==> src/rtl/cache_pkg.sv <==
`default_nettype none
// ============================================================================
// cache_pkg : shared constants and FSM state encoding for cache_controller
// Revision  : 1.0
// ============================================================================
package cache_pkg;

  localparam int c_ADDR_W    = 16;
  localparam int c_DATA_W    = 16;
  localparam int c_INDEX_W   = 4;
  localparam int c_TAG_W     = c_ADDR_W - c_INDEX_W;
  localparam int c_NUM_LINES = 1 << c_INDEX_W;

  typedef enum logic [1:0] {
    IDLE    = 2'd0,
    RD_MISS = 2'd1,
    WR_THRU = 2'd2,
    DONE    = 2'd3
  } state_t;

endpackage
`default_nettype wire

==> src/rtl/cache_controller_if.sv <==
`default_nettype none
// ============================================================================
// cache_controller_if : processor-side and main-memory-side cache signals
// Revision            : 1.0
// ============================================================================
interface cache_controller_if
  import cache_pkg::*;
#(
  parameter int ADDR_W = c_ADDR_W,
  parameter int DATA_W = c_DATA_W
);

  logic [ADDR_W-1:0] cpu_addr;
  logic [DATA_W-1:0] cpu_wdata;
  logic              cpu_rd;
  logic              cpu_we;
  logic [DATA_W-1:0] cpu_rdata;
  logic              hit;
  logic              busy;
  logic [ADDR_W-1:0] mem_addr;
  logic [DATA_W-1:0] mem_wdata;
  logic              mem_rd;
  logic              mem_we;
  logic [DATA_W-1:0] mem_rdata;
  logic              mem_ready;

  // master = processor + main memory, slave = the cache controller
  modport master (
    output cpu_addr, cpu_wdata, cpu_rd, cpu_we, mem_rdata, mem_ready,
    input  cpu_rdata, hit, busy, mem_addr, mem_wdata, mem_rd, mem_we
  );

  modport slave (
    input  cpu_addr, cpu_wdata, cpu_rd, cpu_we, mem_rdata, mem_ready,
    output cpu_rdata, hit, busy, mem_addr, mem_wdata, mem_rd, mem_we
  );

endinterface
`default_nettype wire

==> src/rtl/cache_line_store.sv <==
`default_nettype none
// ============================================================================
// cache_line_store : valid/tag/data arrays, one async read port, one sync write
// Revision         : 1.0
// ============================================================================
module cache_line_store
  import cache_pkg::*;
#(
  parameter int INDEX_W = c_INDEX_W,
  parameter int TAG_W   = c_TAG_W,
  parameter int DATA_W  = c_DATA_W
) (
  input  wire logic               clk,
  input  wire logic               rst,
  input  wire logic [INDEX_W-1:0] i_rd_index,
  output logic                    o_rd_valid,
  output logic      [TAG_W-1:0]   o_rd_tag,
  output logic      [DATA_W-1:0]  o_rd_data,
  input  wire logic               i_wr_en,
  input  wire logic [INDEX_W-1:0] i_wr_index,
  input  wire logic [TAG_W-1:0]   i_wr_tag,
  input  wire logic [DATA_W-1:0]  i_wr_data
);

  localparam int NUM_LINES = 1 << INDEX_W;

  logic [NUM_LINES-1:0] r_valid;
  logic [TAG_W-1:0]     r_tag  [NUM_LINES];
  logic [DATA_W-1:0]    r_data [NUM_LINES];

  always_ff @(posedge clk) begin
    if (rst) begin
      r_valid <= '0;
    end else if (i_wr_en) begin
      r_valid[i_wr_index] <= 1'b1;
    end
  end

  // Tag and data keep their contents across reset; only valid bits matter.
  always_ff @(posedge clk) begin
    if (i_wr_en) begin
      r_tag[i_wr_index]  <= i_wr_tag;
      r_data[i_wr_index] <= i_wr_data;
    end
  end

  assign o_rd_valid = r_valid[i_rd_index];
  assign o_rd_tag   = r_tag[i_rd_index];
  assign o_rd_data  = r_data[i_rd_index];

endmodule
`default_nettype wire

==> src/rtl/cache_controller.sv <==
`default_nettype none
// ============================================================================
// cache_controller : direct-mapped write-through no-write-allocate word cache
// Revision         : 1.0
// ============================================================================
module cache_controller
  import cache_pkg::*;
#(
  parameter int ADDR_W  = c_ADDR_W,
  parameter int DATA_W  = c_DATA_W,
  parameter int INDEX_W = c_INDEX_W
) (
  input wire logic          clk_100,
  input wire logic          rst,
  cache_controller_if.slave bus
);

  localparam int TAG_W = ADDR_W - INDEX_W;

  state_t              r_state;
  state_t              w_next_state;
  logic [ADDR_W-1:0]   r_mem_addr;
  logic [DATA_W-1:0]   r_mem_wdata;
  logic [DATA_W-1:0]   r_rdata;

  logic                w_line_valid;
  logic [TAG_W-1:0]    w_line_tag;
  logic [DATA_W-1:0]   w_line_data;
  logic [INDEX_W-1:0]  w_cpu_index;
  logic [TAG_W-1:0]    w_cpu_tag;
  logic                w_line_match;
  logic                w_fill;
  logic                w_wr_hit;
  logic                w_store_we;
  logic [INDEX_W-1:0]  w_store_index;
  logic [TAG_W-1:0]    w_store_tag;
  logic [DATA_W-1:0]   w_store_data;
  logic                w_hit;
  logic [DATA_W-1:0]   w_rdata;

  assign w_cpu_index  = bus.cpu_addr[INDEX_W-1:0];
  assign w_cpu_tag    = bus.cpu_addr[ADDR_W-1:INDEX_W];
  assign w_line_match = w_line_valid && (w_line_tag == w_cpu_tag);

  // A fill comes from the latched miss address; a write hit from the live CPU bus.
  assign w_fill        = (r_state == RD_MISS) && bus.mem_ready;
  assign w_wr_hit      = (r_state == IDLE) && bus.cpu_we && w_line_match;
  assign w_store_we    = (w_fill || w_wr_hit) && !rst;
  assign w_store_index = w_fill ? r_mem_addr[INDEX_W-1:0]      : w_cpu_index;
  assign w_store_tag   = w_fill ? r_mem_addr[ADDR_W-1:INDEX_W] : w_cpu_tag;
  assign w_store_data  = w_fill ? bus.mem_rdata                : bus.cpu_wdata;

  cache_line_store #(
    .INDEX_W (INDEX_W),
    .TAG_W   (TAG_W),
    .DATA_W  (DATA_W)
  ) u_store (
    .clk        (clk_100),
    .rst        (rst),
    .i_rd_index (w_cpu_index),
    .o_rd_valid (w_line_valid),
    .o_rd_tag   (w_line_tag),
    .o_rd_data  (w_line_data),
    .i_wr_en    (w_store_we),
    .i_wr_index (w_store_index),
    .i_wr_tag   (w_store_tag),
    .i_wr_data  (w_store_data)
  );

  always_ff @(posedge clk_100) begin
    if (rst) begin
      r_state <= IDLE;
    end else begin
      r_state <= w_next_state;
    end
  end

  always_ff @(posedge clk_100) begin
    if (rst) begin
      r_mem_addr  <= '0;
      r_mem_wdata <= '0;
      r_rdata     <= '0;
    end else begin
      if ((r_state == IDLE) && (bus.cpu_we || bus.cpu_rd)) begin
        r_mem_addr <= bus.cpu_addr;
      end
      if ((r_state == IDLE) && bus.cpu_we) begin
        r_mem_wdata <= bus.cpu_wdata;
      end
      if (w_fill) begin
        r_rdata <= bus.mem_rdata;
      end
    end
  end

  always_comb begin
    w_next_state = r_state;
    w_hit        = 1'b0;
    w_rdata      = '0;
    case (r_state)
      IDLE: begin
        if (bus.cpu_we) begin
          w_next_state = WR_THRU;
        end else if (bus.cpu_rd && w_line_match) begin
          w_hit   = 1'b1;
          w_rdata = w_line_data;
        end else if (bus.cpu_rd) begin
          w_next_state = RD_MISS;
        end
      end
      RD_MISS: begin
        if (bus.mem_ready) w_next_state = DONE;
      end
      WR_THRU: begin
        if (bus.mem_ready) w_next_state = DONE;
      end
      DONE: begin
        w_hit        = 1'b1;
        w_rdata      = r_rdata;
        w_next_state = IDLE;
      end
    endcase
  end

  assign bus.hit       = w_hit;
  assign bus.cpu_rdata = w_rdata;
  assign bus.busy      = (r_state != IDLE);
  assign bus.mem_rd    = (r_state == RD_MISS);
  assign bus.mem_we    = (r_state == WR_THRU);
  assign bus.mem_addr  = r_mem_addr;
  assign bus.mem_wdata = r_mem_wdata;

endmodule
`default_nettype wire

==> src/flat_wrapper.sv <==
// flat-port wrapper written by rule: the top's interface ports become plain ports
module cache_controller_flat import cache_pkg::*;
#(
  parameter int ADDR_W  = c_ADDR_W,
  parameter int DATA_W  = c_DATA_W,
  parameter int INDEX_W = c_INDEX_W
)
  (clk_100, rst, bus_cpu_addr, bus_cpu_wdata, bus_cpu_rd, bus_cpu_we, bus_mem_rdata, bus_mem_ready, bus_cpu_rdata, bus_hit, bus_busy, bus_mem_addr, bus_mem_wdata, bus_mem_rd, bus_mem_we);
  cache_controller_if #(.ADDR_W(ADDR_W), .DATA_W(DATA_W)) bus_i ();
  input wire logic clk_100;
  input wire logic rst;
  input wire logic [$bits(bus_i.cpu_addr)-1:0] bus_cpu_addr;
  input wire logic [$bits(bus_i.cpu_wdata)-1:0] bus_cpu_wdata;
  input wire logic [$bits(bus_i.cpu_rd)-1:0] bus_cpu_rd;
  input wire logic [$bits(bus_i.cpu_we)-1:0] bus_cpu_we;
  input wire logic [$bits(bus_i.mem_rdata)-1:0] bus_mem_rdata;
  input wire logic [$bits(bus_i.mem_ready)-1:0] bus_mem_ready;
  output wire logic [$bits(bus_i.cpu_rdata)-1:0] bus_cpu_rdata;
  output wire logic [$bits(bus_i.hit)-1:0] bus_hit;
  output wire logic [$bits(bus_i.busy)-1:0] bus_busy;
  output wire logic [$bits(bus_i.mem_addr)-1:0] bus_mem_addr;
  output wire logic [$bits(bus_i.mem_wdata)-1:0] bus_mem_wdata;
  output wire logic [$bits(bus_i.mem_rd)-1:0] bus_mem_rd;
  output wire logic [$bits(bus_i.mem_we)-1:0] bus_mem_we;
  assign bus_i.cpu_addr = bus_cpu_addr;
  assign bus_i.cpu_wdata = bus_cpu_wdata;
  assign bus_i.cpu_rd = bus_cpu_rd;
  assign bus_i.cpu_we = bus_cpu_we;
  assign bus_i.mem_rdata = bus_mem_rdata;
  assign bus_i.mem_ready = bus_mem_ready;
  assign bus_cpu_rdata = bus_i.cpu_rdata;
  assign bus_hit = bus_i.hit;
  assign bus_busy = bus_i.busy;
  assign bus_mem_addr = bus_i.mem_addr;
  assign bus_mem_wdata = bus_i.mem_wdata;
  assign bus_mem_rd = bus_i.mem_rd;
  assign bus_mem_we = bus_i.mem_we;
  cache_controller #(.ADDR_W(ADDR_W), .DATA_W(DATA_W), .INDEX_W(INDEX_W)) u_core (.clk_100(clk_100), .rst(rst), .bus(bus_i));
endmodule
==> config.mk <==
export PLATFORM = sky130hd
export DESIGN_NAME = cache_controller_flat
export DESIGN_NICKNAME = d
export VERILOG_FILES = /design/src/rtl/cache_pkg.sv /design/src/rtl/cache_controller_if.sv /design/src/rtl/cache_line_store.sv /design/src/rtl/cache_controller.sv /design/src/flat_wrapper.sv
export SDC_FILE = /design/constraint.sdc
export NUM_CORES = 1
export LEC_CHECK = 0
export CORE_MARGIN = 2
export CORE_UTILIZATION = 54
export DETAILED_ROUTE_END_ITERATION = 10
export MAX_ROUTING_LAYER = met4
export PLACE_DENSITY = 0.74
export SLEW_MARGIN = 5
export SYNTH_ARGS = -nofsm -noshare
export SYNTH_HDL_FRONTEND = slang
export SYNTH_SLANG_ARGS = --single-unit
export TNS_END_PERCENT = 5
==> constraint.sdc <==
create_clock -name clk_100 -period 4.4 [get_ports clk_100]
set_input_delay 0.88 -clock clk_100 [delete_from_list [all_inputs] [get_ports clk_100]]
set_output_delay 0.88 -clock clk_100 [all_outputs]
set_load 0.005 [all_outputs]
======== Yosys cells after proc, flatten, opt, wreduce, memory -nomap -nowiden ========
Memory sizes are Yosys's and may differ from the RTL's.
Cells that the tools add are included.
word-level totals
  output and inout port bits .............. 52
  memories ................................ 2
  register bits after elaboration ......... 66
  bits in writable memories ............... 448
memory list
  memory                 words  width  rd ports  clocked after Yosys merged registers in  write ports  line                    text
  u_core.u_store.r_data  16     16     1         0                                        1            cache_line_store.sv:29  logic [DATA_W-1:0] r_data [NUM_LINES];
  u_core.u_store.r_tag   16     12     1         0                                        1            cache_line_store.sv:28  logic [TAG_W-1:0] r_tag [NUM_LINES];
cells by class
  muxes and demuxes ....................... 20
  bitwise gates (word level) .............. 1
  equality and inequality tests ........... 7
  reductions and logical operators ........ 15
  magnitude comparators ................... 3
operator list
  operator                                                                       count
  16-bit 2-to-1 mux                                                              3
  16-bit one-hot mux with 2 select lines                                         1
  16-bit OR                                                                      1
  12-bit equality test                                                           1
  12-bit 2-to-1 mux                                                              1
  4-bit by 5-bit less-than comparator with 1-bit output (second input constant)  2
  1-bit logical AND                                                              8
  2-bit 2-to-1 mux                                                               4
  1-bit 2-to-1 mux                                                               6
  3-bit inequality test (second input constant)                                  2
  2-bit one-hot mux with 3 select lines                                          1
  1-bit binary-select mux with 4-bit select                                      1
  1-bit demux with 4-bit select                                                  1
  2-bit equality test (second input constant)                                    2
  4-bit by 1-bit >= comparator with 1-bit output (second input constant)         1
  4-bit 2-to-1 mux                                                               1
  3-bit AND reduction                                                            1
  2-bit by 1-bit equality test with 1-bit output (second input constant)         1
  2-bit zero test                                                                1
  1-bit logical OR                                                               2
  2-bit by 1-bit inequality test with 1-bit output (second input constant)       1
  1-bit one-hot mux with 2 select lines                                          1
  2-bit nonzero test                                                             1
  2-bit OR reduction                                                             1
  1-bit zero test                                                                1

======== Longest topological paths before layout ========
Gate-level depths: netlist (run 1).
  depth after elaboration ................. 8
  gate-level depth with buffers ........... 14
  mapped depth without buffers ............ 8

======== By module ========
From an unflattened synthesis (run 1), not the netlist that was laid out.
second synthesis, totals
  cells, all modules ...................... 1178
  area total of the unflattened synthesis .. 20259.4 sq um
modules (own cells, without submodules)
  module            cells each  area each (sq um)  instances
  cache_line_store  775         17536.8            1
  cache_controller  403         2722.6             1

======== Worst setup path before layout (run 1) ========
No wires, ideal clock.
  path kind ............................... input to register
  start ................................... input port bus_cpu_addr[2]
  end ..................................... memory u_core.u_store.r_data[9][0] (netlist name), enable pin
  path slack .............................. -0.307 ns
  stages .................................. 9
  buffers on the path ..................... 1
  arrival ................................. 4.294 ns
  data required time ...................... 3.987 ns
  cell sequence ........................... buf_4 -> mux4_2 -> mux2i_1 -> mux2_2 -> a211oi_1 -> nand4_1 -> or4_1 -> o21a_4 -> nor2_1
between the ends
  cells in the longest elaborated chain, start to end .. 8
ends and longest elaborated chain
  what                                                                             line                                            text
  from (decl)                                                                      flat_wrapper.sv:12                              input wire logic [$bits(bus_i.cpu_addr)-1:0] bus_cpu_addr;
  memory 16 x 12 bit or 1-bit binary-select mux with 4-bit select (tied branches)  --
  12-bit equality test or 1-bit 2-to-1 mux (tied branches)                         cache_controller.sv:43, cache_line_store.sv:47
  1-bit logical AND                                                                cache_controller.sv:43                          assign w_line_match = w_line_valid && (w_line_tag == w_cpu_tag);
  1-bit logical AND                                                                cache_controller.sv:47                          assign w_wr_hit = (r_state == IDLE) && bus.cpu_we && w_line_match;
  1-bit logical OR                                                                 cache_controller.sv:48                          assign w_store_we = (w_fill || w_wr_hit) && !rst;
  1-bit logical AND                                                                cache_controller.sv:48
  1-bit 2-to-1 mux                                                                 cache_line_store.sv:41                          if (i_wr_en) begin
  1-bit 2-to-1 mux (implied by the code)                                           cache_line_store.sv:43                          r_data[i_wr_index] <= i_wr_data;
  to (decl)                                                                        cache_line_store.sv:29
Parallel ways exist; a longest one is shown, timed or not. The select of a mux whose other input is x is not followed.

======== Worst setup path after layout (run 1) ========
  start ................................... input port bus_cpu_addr[2]
  end ..................................... output port bus_cpu_rdata[13]
between the ends
  cells in the longest elaborated chain, start to end .. 7
ends and longest elaborated chain
  what                                                                             line                                            text
  memory 16 x 12 bit or 1-bit binary-select mux with 4-bit select (tied branches)  --
  12-bit equality test or 1-bit 2-to-1 mux (tied branches)                         cache_controller.sv:43, cache_line_store.sv:47
  1-bit logical AND                                                                cache_controller.sv:43
  1-bit logical AND                                                                cache_controller.sv:104                         end else if (bus.cpu_rd && w_line_match) begin
  16-bit 2-to-1 mux *                                                              cache_controller.sv:104
  16-bit 2-to-1 mux *                                                              cache_controller.sv:102                         if (bus.cpu_we) begin
  16-bit one-hot mux with 2 select lines *                                         cache_controller.sv:100                         case (r_state)
  to (decl)                                                                        flat_wrapper.sv:18                              output wire logic [$bits(bus_i.cpu_rdata)-1:0] bus_cpu_rdata;
Every way passes the cells marked *; elsewhere a longest branch is shown, timed or not. The select of a mux whose other input is x is not followed.

==> results of run 1 <==
-- worst max-delay path, delay by kind of cell --
kind / cells / cell delay [ns]
AO/OA/AOI/OAI: 2 / 0.39
buffers and inverters: 5 / 0.77
multiplexers: 3 / 1.08
AND/OR/NAND/NOR: 3 / 0.36
-- cell type report --
class	instances	area, sq um	area share, %
repair buffers	225	2380	9.46
inverters	23	86.3	0.344
multi-input cells	576	5530	22.0
well taps	511	639	2.55
diodes	1	2.50	0.00997
flip-flops and latches	514	14800	58.9
clock inverters	12	183	0.728
clock buffers	80	1520	6.04
-- worst max path at each step --
stage | startpoint | endpoint | slack, ns | cells past startpoint
2_1_floorplan | bus_cpu_addr[2] | u_core.u_store.r_data[9][0] | -0.31 | 9
3_3_place_gp | bus_cpu_addr[2] | bus_cpu_rdata[14] | -0.56 | 14
3_5_place_dp | bus_cpu_addr[1] | bus_cpu_rdata[13] | -0.55 | 10
4_1_cts | bus_cpu_addr[2] | bus_cpu_rdata[13] | 0.006 | 15
5_1_grt | bus_cpu_addr[1] | bus_hit | -0.07 | 11
6_report | bus_cpu_addr[2] | bus_cpu_rdata[13] | 0.02 | 13
-- metal layers --
layer  up-vias  wire (microns)
met1      6109           19800
li1       5035               -
met3        75            4600
met5         -               0
met2       627           25500
met4         0             977
-- synthesized netlist by cell type, types with 3 or more instances --
cell | instances | area [sq um]
clkbuf_1 | 30 | 113
nand3_1 | 17 | 85.1
mux2i_1 | 26 | 260
buf_2 | 22 | 110
o22ai_2 | 4 | 50.1
buf_1 | 6 | 22.5
a22oi_1 | 7 | 52.6
edfxtp_1 | 448 | 13500
a21oi_1 | 70 | 350
inv_1 | 22 | 82.6
buf_4 | 6 | 45.0
nor2_1 | 34 | 128
ha_1 | 4 | 50.1
mux4_2 | 126 | 2840
nor2b_1 | 8 | 50.1
nand2_1 | 194 | 728
mux2_2 | 6 | 67.6
nand2b_1 | 4 | 25.0
and2_1 | 4 | 25.0
and3_1 | 6 | 37.5
dfxtp_1 | 66 | 1320
a31oi_1 | 7 | 43.8
nor3_1 | 9 | 45.0
xnor2_1 | 7 | 61.3
o22ai_1 | 12 | 75.1
nor3b_1 | 3 | 22.5
-- power groups by stage --
stage,clock (mW),sequential (mW),combinational (mW)
floorplan,0,5.83,0.839
global placement,0,5.83,1.57
detailed placement,0,5.84,1.61
CTS,4.40,5.74,1.66
global route,4.58,5.75,1.81
finish,4.35,5.74,1.70
-- metrics by stage --
stage          power [mW]  hold slack (ns)  setup WS, ns  utilization, %
2_1_floorplan        6.67            0.437        -0.307               -
3_3_place_gp         7.40            0.443        -0.561            61.4
3_5_place_dp         7.45            0.446        -0.554            61.4
4_1_cts              11.8            0.455       0.00626            66.7
5_1_grt              12.1            0.474       -0.0661            67.0
6_report             11.8            0.453        0.0209            67.0
-- cell families after synthesis --
| kind of cell | Yosys count | synth area share [%] |
|---|---|---|
| fa+ha+maj | 4 | 0.245 |
| mux | 160 | 15.8 |
| compound gates | 116 | 3.42 |
| flops | 514 | 72.3 |
| buf+inv | 89 | 1.95 |
| simple gates | 288 | 5.97 |
| xor+xnor | 8 | 0.343 |
-- state kept, by name, indices dropped and copies added, names as in the netlist --
signal,count
u_core.bus.mem_wdata,16
u_core.r_state,2
u_core.u_store.r_tag,192
u_core.u_store.r_data,256
u_core.bus.mem_addr,16
u_core.u_store.r_valid,16
u_core.r_rdata,16
-- repair_timing --
| item | CTS | global route |
|---|---|---|
| resized for setup | 50 | 42 |
| pin swaps | 6 | 11 |
| endpoints found under the setup margin | 17 | 17 |
| gates cloned | 2 | 1 |
| buffers inserted | 12 | 1 |
==> results.py, run 1 <==
metrics = {
    "clocking": {
        "clock_sinks": 514,
        "cts_buffers": 50,
        "hold_buffers": 0,
        "insertion_delay_ns": 0.59,
        "tritoncts": "done",
        "root_buffer": "clkbuf_16",
        "cts_htree_levels": 2,
        "cts_max_path_buffers": 3,
        "path_clk_slew_ns": 0.06,
    },
    "global_route": {
        "use_met1_pct": 37.0,
        "antenna_found_initial": 0,
        "grt_pass1_wl_microns": 75100,
        "use_met2_pct": 43.5,
        "met3_usage_pct": 4.82,
        "grt-busiest-layer": "met2",
        "grt_pass1_vias": 11800,
        "overflow": 0,
        "gr-usage-all-layers_pct": 27.3,
        "grt_max_degree": 44,
    },
    "die": {
        "std_cell_rows": 71,
        "initial_core_util_pct": 54.5,
        "die-area_sq_um": 39400,
        "dieWidth_microns": 199,
        "fp.dieH_microns": 199,
        "core_sq_um": 37500,
        "io_pins": 105,
    },
    "critical_path": {
        "crit_fanout": 10,
        "crit_path_end_kind": "output pin",
        "cp-start-kind": "input port",
        "cp.arrival_ns": 3.50,
        "r2r-end": "u_core.u_store.r_tag[5][0]",
        "cp_cell_sequence": "buf_6, mux4_2, mux2i_4, mux2_4, a211oi_2, buf_4, nand4_1, nor2_2, buf_6, buf_12, nand3_1, a21oi_1, clkdlybuf4s15_2",
        "worstSetupPathType": "input port to output pin",
        "r2r_cells": 11,
        "worstReg2RegStart": "u_core.u_store.r_tag[2][0]",
        "cpPeakStageDelay_ns": 0.54,
        "slowest_stage": "mux4_2",
        "crit_required_ns": 3.52,
        "crit_top_cell": "buf_6",
        "rrSetupSlack_ns": 0.81,
    },
    "synth": {
        "synth_area_sq_um": 20400,
        "synth_ff_type": "edfxtp_1",
        "postSynthCellCount": 1179,
        "ys_seq_area_share_pct": 72.3,
        "synth_cell_types": 49,
        "synth_edf_count": 448,
        "async_reset_ff_share_pct": 0,
        "syn_area_per_cell_sq_um": 17.3,
        "synth_fp_nets": 1236,
        "synth_warnings": 0,
        "ys_seq_elements": 514,
    },
    "timing": {
        "slew_violations": 0,
        "max-slew-margin-rel_pct": 21.9,
        "worstMarginPinSlew_ns": 1.17,
        "timing.setup.tns_ns": 0,
        "hold_viol_final": 0,
        "fmax_mhz": 228,
        "finalSetupViolCount": 0,
        "skew_ns": 0.0224,
        "rsz0062_at_grt": "true",
        "fin_crit_ns": 4.38,
        "fin_crit_sh_pct": 99.5,
    },
    "cells_and_area": {
        "layout_commonest_cell": "edfxtp_1",
        "fillers": 2457,
        "design_area_sq_um": 25100,
        "nNetsFinal": 1447,
        "drive_gt1_share_pct": 27.3,
        "mostFrequentLayoutCells": "448 x edfxtp_1, 193 x nand2_1, 127 x mux4_2",
        "finalNonFillerCells": 1942,
        "areaGrowthSynthToFinish_pct": 22.9,
    },
    "routing": {
        "post-route-drc-count": 0,
        "vias": 11800,
        "wl_microns": 50900,
        "first_pass_iters": 7,
        "drtIter0Drc": 1329,
        "wire_per_inst_microns": 26.2,
        "ant_nets": 0,
        "drt-vias-per-instance": 6.10,
    },
    "power": {
        "clock_power_share_pct": 36.9,
        "comb_power_share_pct": 14.4,
        "switchingPower_mw": 2.93,
        "switching_share_pct": 24.9,
        "intPower_mw": 8.85,
        "leakagePower_nw": 8.34,
        "p_per_area_nw_per_um2": 470,
        "seqPwrFrac_pct": 48.7,
        "ir_drop_mv": 0.691,
    },
    "hold_path": {
        "hold_path_class": "flop to flop",
        "hold_path_depth": 2,
        "holdPathEnd": "u_core.bus.mem_wdata[12]",
        "min_from": "u_core.bus.mem_wdata[12]",
    },
    "run": {
        "max-cap-violations": 0,
    },
    "placement": {
        "io_buffers": 104,
        "postPlaceCellArea_sq_um": 23000,
        "detailed_place_hpwl_microns": 30600,
        "dp.cells": 1833,
        "gp_congestion": 0.822,
    },
    "status": {
        "status": "completed",
    },
}
(Power assumes the default switching activity.)
==> run 2: changes to the inputs <==
--- a/config.mk
+++ b/config.mk
@@ -9,7 +9,7 @@
 export CORE_UTILIZATION = 54
 export DETAILED_ROUTE_END_ITERATION = 10
 export MAX_ROUTING_LAYER = met4
-export PLACE_DENSITY = 0.74
+export PLACE_DENSITY_LB_ADDON = 0.3
 export SLEW_MARGIN = 5
 export SYNTH_ARGS = -nofsm -noshare
 export SYNTH_HDL_FRONTEND = slang
==> run 2 against run 1 <==
  * The flow now finishes with violations (setup timing)
  * Die area unchanged
  * Core utilization is 0.62 points higher
  * Sequential power barely moved
  * Fmax is 1.9% lower
  * Clock power grew 4%
  * Critical endpoint is now bus_cpu_rdata[15]
==> results.py, run 2 (synthesis gave the netlist of run 1 again) <==
metrics = {
    "status": {
        "status": "complete, but fails checks",
        "failed_checks": "setup timing",
    },
    "cells_and_area": {
        "finalNonFillerCells": 1964,
        "design_area_sq_um": 25300,
        "diodes": 0,
        "nNetsFinal": 1469,
        "top_regs": "u_core.u_store.r_data: 256 flops, u_core.u_store.r_tag: 192 flops",
        "drive_gt1_share_pct": 29.7,
        "mostFrequentLayoutCells": "448 x edfxtp_1, 193 x nand2_1, 126 x mux4_2",
        "areaGrowthSynthToFinish_pct": 24.0,
        "top_register": "u_core.u_store.r_data",
        "layout_commonest_cell": "edfxtp_1",
        "largest_register_ffs": 256,
    },
    "timing": {
        "fin_crit_ns": 4.46,
        "rsz0062_at_grt": "true",
        "finalSetupViolCount": 9,
        "hold_viol_final": 0,
        "skew_ns": 0.0190,
        "fmax_mhz": 224,
        "worstMarginPinSlew_ns": 1.18,
        "slew_violations": 0,
        "fin_crit_sh_pct": 101,
        "setup_ws_ns": -0.0629,
        "timing.setup.tns_ns": -0.316,
        "max-slew-margin-rel_pct": 21.5,
    },
    "critical_path": {
        "crit_fanout": 10,
        "crit_family": "buffers and inverters",
        "rrSetupSlack_ns": 0.25,
        "slowest_stage": "mux4_2",
        "r2r-end": "u_core.u_store.r_data[3][7]",
        "worstReg2RegStart": "u_core.u_store.r_tag[7][7]",
        "cp-start-kind": "input port",
        "worstSetupPathType": "input port to output pin",
        "crit_top_cell": "buf_12",
        "r2r_cells": 15,
        "cpPeakStageDelay_ns": 0.39,
        "crit_path_end_kind": "output pin",
        "cp_cell_sequence": "buf_2, buf_12, mux4_2, a22oi_2, a21oi_1, a31oi_1, nand3_2, nor3_4, buf_12, buf_12, nand3_1, a21oi_1, buf_2",
        "crit_required_ns": 3.52,
        "critPathBufInv": 5,
        "cp.arrival_ns": 3.58,
    },
    "global_route": {
        "grt_max_degree": 53,
        "antenna_found_initial": 0,
        "overflow": 0,
        "grt_pass1_vias": 12000,
        "grt-busiest-layer": "met2",
        "gr-usage-all-layers_pct": 28.0,
        "use_met2_pct": 43.8,
        "grt_pass1_wl_microns": 76100,
        "use_met1_pct": 37.3,
        "met3_usage_pct": 5.07,
    },
    "die": {
        "fp.dieH_microns": 199,
        "std_cell_rows": 71,
        "dieWidth_microns": 199,
        "io_pins": 105,
        "initial_core_util_pct": 54.5,
        "core_sq_um": 37500,
        "die-area_sq_um": 39400,
    },
    "placement": {
        "detailed_place_hpwl_microns": 30900,
        "io_buffers": 104,
        "postPlaceCellArea_sq_um": 23100,
        "dp.cells": 1847,
        "gp_congestion": 0.844,
    },
    "hold_path": {
        "hold_path_depth": 2,
        "holdPathEnd": "u_core.r_rdata[9]",
        "hold_path_class": "flop to flop",
        "min_from": "u_core.r_rdata[9]",
    },
    "power": {
        "leakagePower_nw": 8.49,
        "finalPower_mw": 12.0,
        "ir_drop_mv": 0.294,
        "p_per_area_nw_per_um2": 472,
    },
    "clocking": {
        "cts_max_path_buffers": 3,
        "clock_sinks": 514,
        "hold_buffers": 0,
        "cts_htree_levels": 2,
        "path_clk_slew_ns": 0.06,
        "root_buffer": "clkbuf_16",
        "cts_buffers": 49,
        "insertion_delay_ns": 0.58,
        "tritoncts": "done",
    },
    "routing": {
        "post-route-drc-count": 0,
        "ant_nets": 0,
        "drtIter0Drc": 1388,
        "drt-vias-per-instance": 6.07,
        "wl_microns": 53100,
        "first_pass_iters": 5,
        "vias": 11900,
        "wire_per_inst_microns": 27.0,
    },
    "run": {
        "max-cap-violations": 0,
    },
}
run 2: worst max path at each step:
stage | startpoint | end | slack (ns) | cells past startpoint
after global placement | bus_cpu_addr[2] | bus_cpu_rdata[10] | -0.47 | 12
after floorplan | bus_cpu_addr[2] | u_core.u_store.r_data[9][0] | -0.31 | 9
after CTS | bus_cpu_addr[0] | bus_cpu_rdata[14] | -0.08 | 13
after detailed placement | bus_cpu_addr[2] | bus_cpu_rdata[0] | -0.53 | 12
final | bus_cpu_addr[3] | bus_cpu_rdata[15] | -0.06 | 13
after global routing | bus_cpu_addr[1] | bus_cpu_rdata[15] | -0.13 | 14
run 2: cell type report:
cell class | instances | area, sq um
sequential | 514 | 14800
fill | 2411 | 12200
multi-input combinational | 576 | 5560
timing repair buffer | 248 | 2540
clock buffer | 56 | 1310
tap | 511 | 639
clock inverter | 36 | 428
inverter | 23 | 90.1
run 2: report_power, final:
part           leakage [nW]  internal (mW)  total, mW  switching (mW)
clock network         0.847           2.71       4.52            1.80
registers              4.57           5.67       5.75          0.0769
logic                  3.07          0.584       1.69            1.11
total                  8.49           8.97       12.0            2.99
run 2: stage by stage:
step / setup WS [ns] / utilization [%] / hold WS (ns)
after global placement: -0.473 / 61.7 / 0.442
final: -0.0629 / 67.6 / 0.460
after detailed placement: -0.530 / 61.7 / 0.448
after floorplan: -0.307 / - / 0.437
after global routing: -0.129 / 67.6 / 0.476
after CTS: -0.0778 / 66.7 / 0.457
run 2: tightest hold or removal path: cells and delay by family (launching register included):
kind	cells	cell delay, ns
DFF	1	0.31
and+or+nand+nor	1	0.05
AOI/OAI and AO/OA	1	0.05
run 2: repair_timing:
action,CTS,global route
buffers inserted,6,15
resized for setup,89,35
pin swaps,18,11
gates cloned,3,1
setup endpoints to repair,17,40
run 2: layer usage:
metal,part of all wire (%),vias to the layer above
met5,0,-
met4,3.1,0
met3,8.7,109
met2,49,617
met1,39,6125
li1,-,5077
==> run 3: changes to the inputs <==
--- a/config.mk
+++ b/config.mk
@@ -10,7 +10,6 @@
 export DETAILED_ROUTE_END_ITERATION = 10
 export MAX_ROUTING_LAYER = met4
 export PLACE_DENSITY_LB_ADDON = 0.3
-export SLEW_MARGIN = 5
 export SYNTH_ARGS = -nofsm -noshare
 export SYNTH_HDL_FRONTEND = slang
 export SYNTH_SLANG_ARGS = --single-unit
==> results of run 3 <==
Same layout as run 2: the final DEF is identical, and so are final timing and power.
